===== src/rtl/mac_ctrl_pkg.sv =====
// Shared state encoding and array instruction codes for the MAC sequencing controller.
package mac_ctrl_pkg;

  typedef enum logic [2:0] {
    IDLE,
    KLOAD,
    KGAP,
    EXEC,
    DRAIN,
    DONE
  } state_t;

  localparam logic [1:0] INST_IDLE  = 2'b00;
  localparam logic [1:0] INST_KLOAD = 2'b01;
  localparam logic [1:0] INST_EXEC  = 2'b10;

endpackage


===== src/rtl/mac_seq_cnt.sv =====
// Loadable up-counter with a terminal-count flag; used for phase timing and valid counting.
module mac_seq_cnt #(
  parameter int W = 8
) (
  input  logic         clk,
  input  logic         reset,
  input  logic         load,
  input  logic [W-1:0] load_val,
  input  logic         inc,
  input  logic [W-1:0] term,
  output logic [W-1:0] count,
  output logic         tc
);

  always_ff @(posedge clk) begin
    if (!reset)
      count <= '0;
    else if (load)
      count <= load_val;
    else if (inc)
      count <= count + W'(1);
  end

  assign tc = (count == term);

endmodule


===== src/rtl/mac_seq_ctrl.sv =====
// Sequencer for the MAC array: loads COL kernel words, waits for them to settle,
// streams alen activation vectors, then waits for the array to drain its results.
module mac_seq_ctrl
  import mac_ctrl_pkg::*;
#(
  parameter int COL     = 8,
  parameter int ADDR_BW = 11,
  parameter int LEN_BW  = 8
) (
  input  logic               clk,
  input  logic               reset,
  input  logic               start,
  input  logic               abort,
  input  logic               mode_in,
  input  logic [ADDR_BW-1:0] kbase,
  input  logic [ADDR_BW-1:0] abase,
  input  logic [LEN_BW-1:0]  alen,
  input  logic               valid_last,
  output logic               mem_en,
  output logic [ADDR_BW-1:0] mem_addr,
  output logic [1:0]         inst_w,
  output logic               mode,
  output logic               busy,
  output logic               done
);

  // Phase counter must hold both COL (gap length) and alen-1 (exec length).
  localparam int PCNT_BW = (LEN_BW > $clog2(COL + 1)) ? LEN_BW : $clog2(COL + 1);

  state_t              state, state_next;
  logic [ADDR_BW-1:0]  kbase_r, abase_r;
  logic [LEN_BW-1:0]   alen_r;
  logic [1:0]          inst_issue;
  logic                accept;

  logic [PCNT_BW-1:0]  pcnt, pterm;
  logic                ptc, pload, pinc;

  logic [LEN_BW-1:0]   vcnt;
  logic                vtc, vload, vinc, vreached, in_collect;

  assign accept = (state == IDLE) && start && !abort;

  always_ff @(posedge clk) begin
    if (!reset) begin
      state   <= IDLE;
      kbase_r <= '0;
      abase_r <= '0;
      alen_r  <= '0;
      mode    <= 1'b0;
      inst_w  <= INST_IDLE;
    end else begin
      state  <= state_next;
      inst_w <= inst_issue;
      if (accept) begin
        kbase_r <= kbase;
        abase_r <= abase;
        alen_r  <= alen;
        mode    <= mode_in;
      end
    end
  end

  always_comb begin
    state_next = state;
    pterm      = '0;
    pinc       = 1'b0;
    mem_en     = 1'b0;
    mem_addr   = '0;
    inst_issue = INST_IDLE;
    case (state)
      IDLE: if (accept) state_next = KLOAD;
      KLOAD: begin
        pterm      = PCNT_BW'(COL - 1);
        pinc       = 1'b1;
        mem_en     = 1'b1;
        mem_addr   = kbase_r + ADDR_BW'(pcnt);
        inst_issue = INST_KLOAD;
        if (ptc) state_next = KGAP;
      end
      KGAP: begin
        pterm = PCNT_BW'(COL);
        pinc  = 1'b1;
        if (ptc) state_next = (alen_r == '0) ? DONE : EXEC;
      end
      EXEC: begin
        pterm      = PCNT_BW'(alen_r) - PCNT_BW'(1);
        pinc       = 1'b1;
        mem_en     = 1'b1;
        mem_addr   = abase_r + ADDR_BW'(pcnt);
        inst_issue = INST_EXEC;
        if (ptc) state_next = DRAIN;
      end
      DRAIN:   if (vreached) state_next = DONE;
      DONE:    state_next = IDLE;
      default: state_next = IDLE;
    endcase
    if (abort && (state != IDLE)) state_next = IDLE;
  end

  // Phase counter restarts from zero on every state change.
  assign pload = (state_next != state);

  mac_seq_cnt #(.W(PCNT_BW)) u_phase_cnt (
    .clk      (clk),
    .reset    (reset),
    .load     (pload),
    .load_val ('0),
    .inc      (pinc),
    .term     (pterm),
    .count    (pcnt),
    .tc       (ptc)
  );

  // Valid counter saturates at alen so surplus pulses cannot skip the exit condition.
  assign in_collect = (state == EXEC) || (state == DRAIN);
  assign vload      = !in_collect;
  assign vinc       = in_collect && valid_last && !vtc;
  assign vreached   = vtc || (valid_last && ((vcnt + LEN_BW'(1)) == alen_r));

  mac_seq_cnt #(.W(LEN_BW)) u_valid_cnt (
    .clk      (clk),
    .reset    (reset),
    .load     (vload),
    .load_val ('0),
    .inc      (vinc),
    .term     (alen_r),
    .count    (vcnt),
    .tc       (vtc)
  );

  assign busy = (state != IDLE);
  assign done = (state == DONE);

endmodule


===== config.mk =====
export PLATFORM = sky130hd
export DESIGN_NAME = mac_seq_ctrl
export DESIGN_NICKNAME = d
export VERILOG_FILES = /design/src/rtl/mac_ctrl_pkg.sv /design/src/rtl/mac_seq_cnt.sv /design/src/rtl/mac_seq_ctrl.sv
export SDC_FILE = /design/constraint.sdc
export NUM_CORES = 1
export LEC_CHECK = 0
export ABC_AREA = 1
export CAP_MARGIN = 10
export CELL_PAD_IN_SITES_DETAIL_PLACEMENT = 1
export CELL_PAD_IN_SITES_GLOBAL_PLACEMENT = 1
export CORE_MARGIN = 4
export CORE_UTILIZATION = 34
export DETAILED_ROUTE_END_ITERATION = 8
export PLACE_DENSITY = 0.8
export SYNTH_ARGS = -nofsm -noshare
export SYNTH_HDL_FRONTEND = slang
export SYNTH_SLANG_ARGS = --single-unit

===== constraint.sdc =====
create_clock -name clk -period 5.26 [get_ports clk]
set_input_delay 1.052 -clock clk [delete_from_list [all_inputs] [get_ports clk]]
set_output_delay 1.052 -clock clk [all_outputs]
set_load 0.05 [all_outputs]

==> flow_metrics.py <==
metrics = {
    "synthesis": {
        "ys_seq_area_frac": 0.308,
        "yosys.cell_count.top_type": "nand2_1",
        "synthTopCellsByArea": "dfxtp_1 (31%), nand2_1 (14%), nor2_1 (9.9%), o21ai_0 (7.1%), inv_1 (6.4%)",
        "synth_ff_type": "dfxtp_1",
        "synth_top_area_share": 0.308,
        "synth_edf_count": 0,
        "ys_top_cells_by_count": "nand2_1 (129), nor2_1 (89), inv_1 (58), dfxtp_1 (52), o21ai_0 (48)",
        "syn_avg_cell_area_um2": 6.38,
        "synthArstFlopShare": 0,
        "syn-num-nets": 579,
        "yosysWarnings": 0,
        "ys_seq_elements": 52,
        "syn-cell-area_um2": 3380,
        "yosys.area.top_type": "dfxtp_1",
        "synth_cell_type_count": 35,
        "syn_inst": 530,
    },
    "finish": {
        "multi_input_area_um2": 2030,
        "final_cell_area_um2": 4130,
        "drive_above_1_share": 0.0656,
        "nNetsFinal": 627,
        "diodes": 0,
        "seqCellArea_um2": 1040,
        "syn2layout_area_growth_pct": 22.0,
        "fillerInstances": 1328,
    },
    "timing": {
        "slew_viol_final": 0,
        "relSlewSlack": 0.575,
        "setup_tns_ns": 0,
        "tightest_slew_ns": 0.637,
        "rsz0062_at_grt": "false",
        "clock-skew-final_ns": 0.00977,
        "setup_violations": 0,
        "hold_viol_final": 0,
        "layout_worst_path_cycle_share": 0.942,
        "setup_ws_ns": 0.307,
        "fmax_ghz": 0.202,
        "finalCriticalPeriod_ns": 4.95,
    },
    "placement": {
        "dp_hpwl_um": 8190,
        "place_area_um2": 4010,
        "post-place-ws_ns": 0.600,
        "numPortBuffers": 52,
        "gp_congestion": 0.872,
    },
    "grt": {
        "grt_pass1_wl_um": 17700,
        "grt_usage": 0.187,
        "grt_pass1_vias": 3870,
        "grt_max_degree": 40,
        "antenna_found_initial": 0,
        "grt_util_met2": 0.336,
        "met1_usage": 0.232,
        "overflow": 0,
        "grt_use_met3": 0.0234,
        "busiest_layer": "met2",
    },
    "critical_path": {
        "worstSetupStartpointType": "register",
        "worstPathMaxFanout": 13,
        "cp_data_arrival_time_ns": 3.90,
        "timing.rr.start": "alen_r[0]$_SDFFE_PN0P_",
        "reg2reg_slack_ns": 2.71,
        "crit_required_ns": 4.21,
        "criticalPathCategory": "register to output pin",
        "critPathLaunch": "state[1]$_SDFF_PN0_",
        "critPathCaptureType": "output pin",
    },
    "clock_network": {
        "insertion_delay_ns": 0.31,
        "cts-root-buf": "clkbuf_8",
        "cts_hold_buf": 0,
        "h-tree-depth": 2,
        "cts_resized": 0,
        "cts.sinks": 52,
        "tritoncts": "done",
        "cts_buffer_depth": 2,
        "cts_buffers": 5,
        "clkSlewWorstSetupHoldPaths_ns": 0.11,
        "cts_setup_buffers": 0,
    },
    "route": {
        "post_drt_wl_per_cell_um": 14.8,
        "postRouteAntennaNets": 0,
        "firstDrtPassIters": 4,
        "wirelength_um": 10500,
        "vias_per_cell": 5.00,
        "drt-initial-drc-count": 101,
        "drcViolationCount": 0,
        "route.vias.total": 3563,
    },
    "floorplanning": {
        "die_area_um2": 11600,
        "std_cell_rows": 36,
        "fp.dieW_um": 108,
        "core-area_um2": 9730,
        "chipHeight_um": 108,
        "num_io_pins": 53,
        "floorplan.initialDensity": 0.348,
    },
    "outcome": {
        "status": "finished clean",
    },
    "run": {
        "max_cap_violations": 0,
    },
    "hold_path": {
        "hold_class": "register to register",
        "min-delay-start": "u_valid_cnt.count[7]$_SDFFE_PN0P_",
    },
    "power": {
        "p_total_mw": 1.37,
        "vdd_drop_max_v": 0.000149,
        "power_density_nw_per_um2": 331,
        "p_leak_nw": 1.78,
    },
}
-- final cells by class --
| cell class | count | share of cell area |
|---|---|---|
| Timing Repair Buffer | 56 | 0.138 |
| Multi-Input combinational cell | 403 | 0.492 |
| Inverter | 60 | 0.0545 |
| Clock buffer | 5 | 0.0167 |
| Sequential cell | 52 | 0.252 |
| Tap cell | 133 | 0.0403 |
| Clock inverter | 3 | 0.00576 |
-- routing by layer --
metal  wire length [um]  part of all wire
met1               4990              0.47
met2               5100              0.48
met3                281             0.027
met4                150             0.014
met5                  0                 0
-- worst max-delay path: stages, from the launching register on --
cell and delay [ns]:
dfxtp_1 0.48, nand2_1 0.14, nor2_4 0.10, inv_1 0.21
nand2_1 0.13, nand2_1 0.07, ha_1 0.32, a21oi_1 0.16
nand2_1 0.08, nand2_1 0.09, nand2_1 0.06, a21oi_1 0.21
nor2_1 0.07, nor2_1 0.09, o21bai_1 0.09, nand2_1 0.07
nand2_1 0.06, and3_1 0.15, nor3_1 0.15, clkdlybuf4s50_1 0.84
-- layout by cell type, fill, tap and decap left out, types with 2 or more instances in the layout --
| cell type | Yosys | layout |
|---|---|---|
| xor2_1 | 7 | 7 |
| clkbuf_8 | 0 | 5 |
| clkdlybuf4s50_1 | 0 | 50 |
| clkinvlp_4 | 0 | 2 |
| xnor2_1 | 2 | 2 |
| nand3_2 | 3 | 3 |
| nand3_1 | 29 | 29 |
| a21boi_0 | 2 | 2 |
| nand4_1 | 12 | 12 |
| buf_4 | 1 | 4 |
| a21oi_1 | 25 | 25 |
| nor2_1 | 89 | 89 |
| nand2_2 | 4 | 4 |
| inv_2 | 2 | 2 |
| nor3_2 | 9 | 9 |
| dfxtp_1 | 52 | 52 |
| inv_1 | 58 | 58 |
| nand2_1 | 129 | 129 |
| o21ai_0 | 48 | 48 |
| ha_1 | 12 | 12 |
| o21bai_1 | 2 | 2 |
| nor3_1 | 15 | 15 |
| nand3_4 | 2 | 2 |
| nor2_4 | 2 | 2 |
-- final timing paths --
path                                                     endpoint  cells past startpoint
worst max register to register  u_phase_cnt.count[5]$_SDFFE_PP0P_                     16
worst min register to register  u_valid_cnt.count[7]$_SDFFE_PN0P_                      1
worst max-delay path                                  mem_addr[9]                     19
worst min-delay path            u_valid_cnt.count[7]$_SDFFE_PN0P_                      1
-- registers in the layout (all words and copies together), names as in the netlist --
register and flops:
abase_r 11, alen_r 8, inst_w 2, kbase_r 11, mode 1, state 3, u_phase_cnt.count 8, u_valid_cnt.count 8
-- power breakdown --
part           total [mW]  internal [mW]  switching (mW)
logic               0.633          0.211           0.423
registers           0.490          0.443          0.0476
clock network       0.241         0.0947           0.147
-- cell families after synthesis --
group,after synthesis,share of synthesized area
xor+xnor,9,0.0233
simple gates,300,0.401
fa+ha+maj,13,0.0503
buf+inv,75,0.0913
mux,1,0.00296
compound gates,80,0.124
flops,52,0.308
-- metrics by stage --
step	instances	hold slack [ns]	util
2_1_floorplan	530	0.425	-
4_1_cts	711	0.530	0.421
3_3_place_gp	703	0.489	0.412
6_report	712	0.523	0.424
3_5_place_dp	703	0.504	0.412
5_1_grt	712	0.555	0.424
No activity file was read; power rests on OpenSTA's default activity.
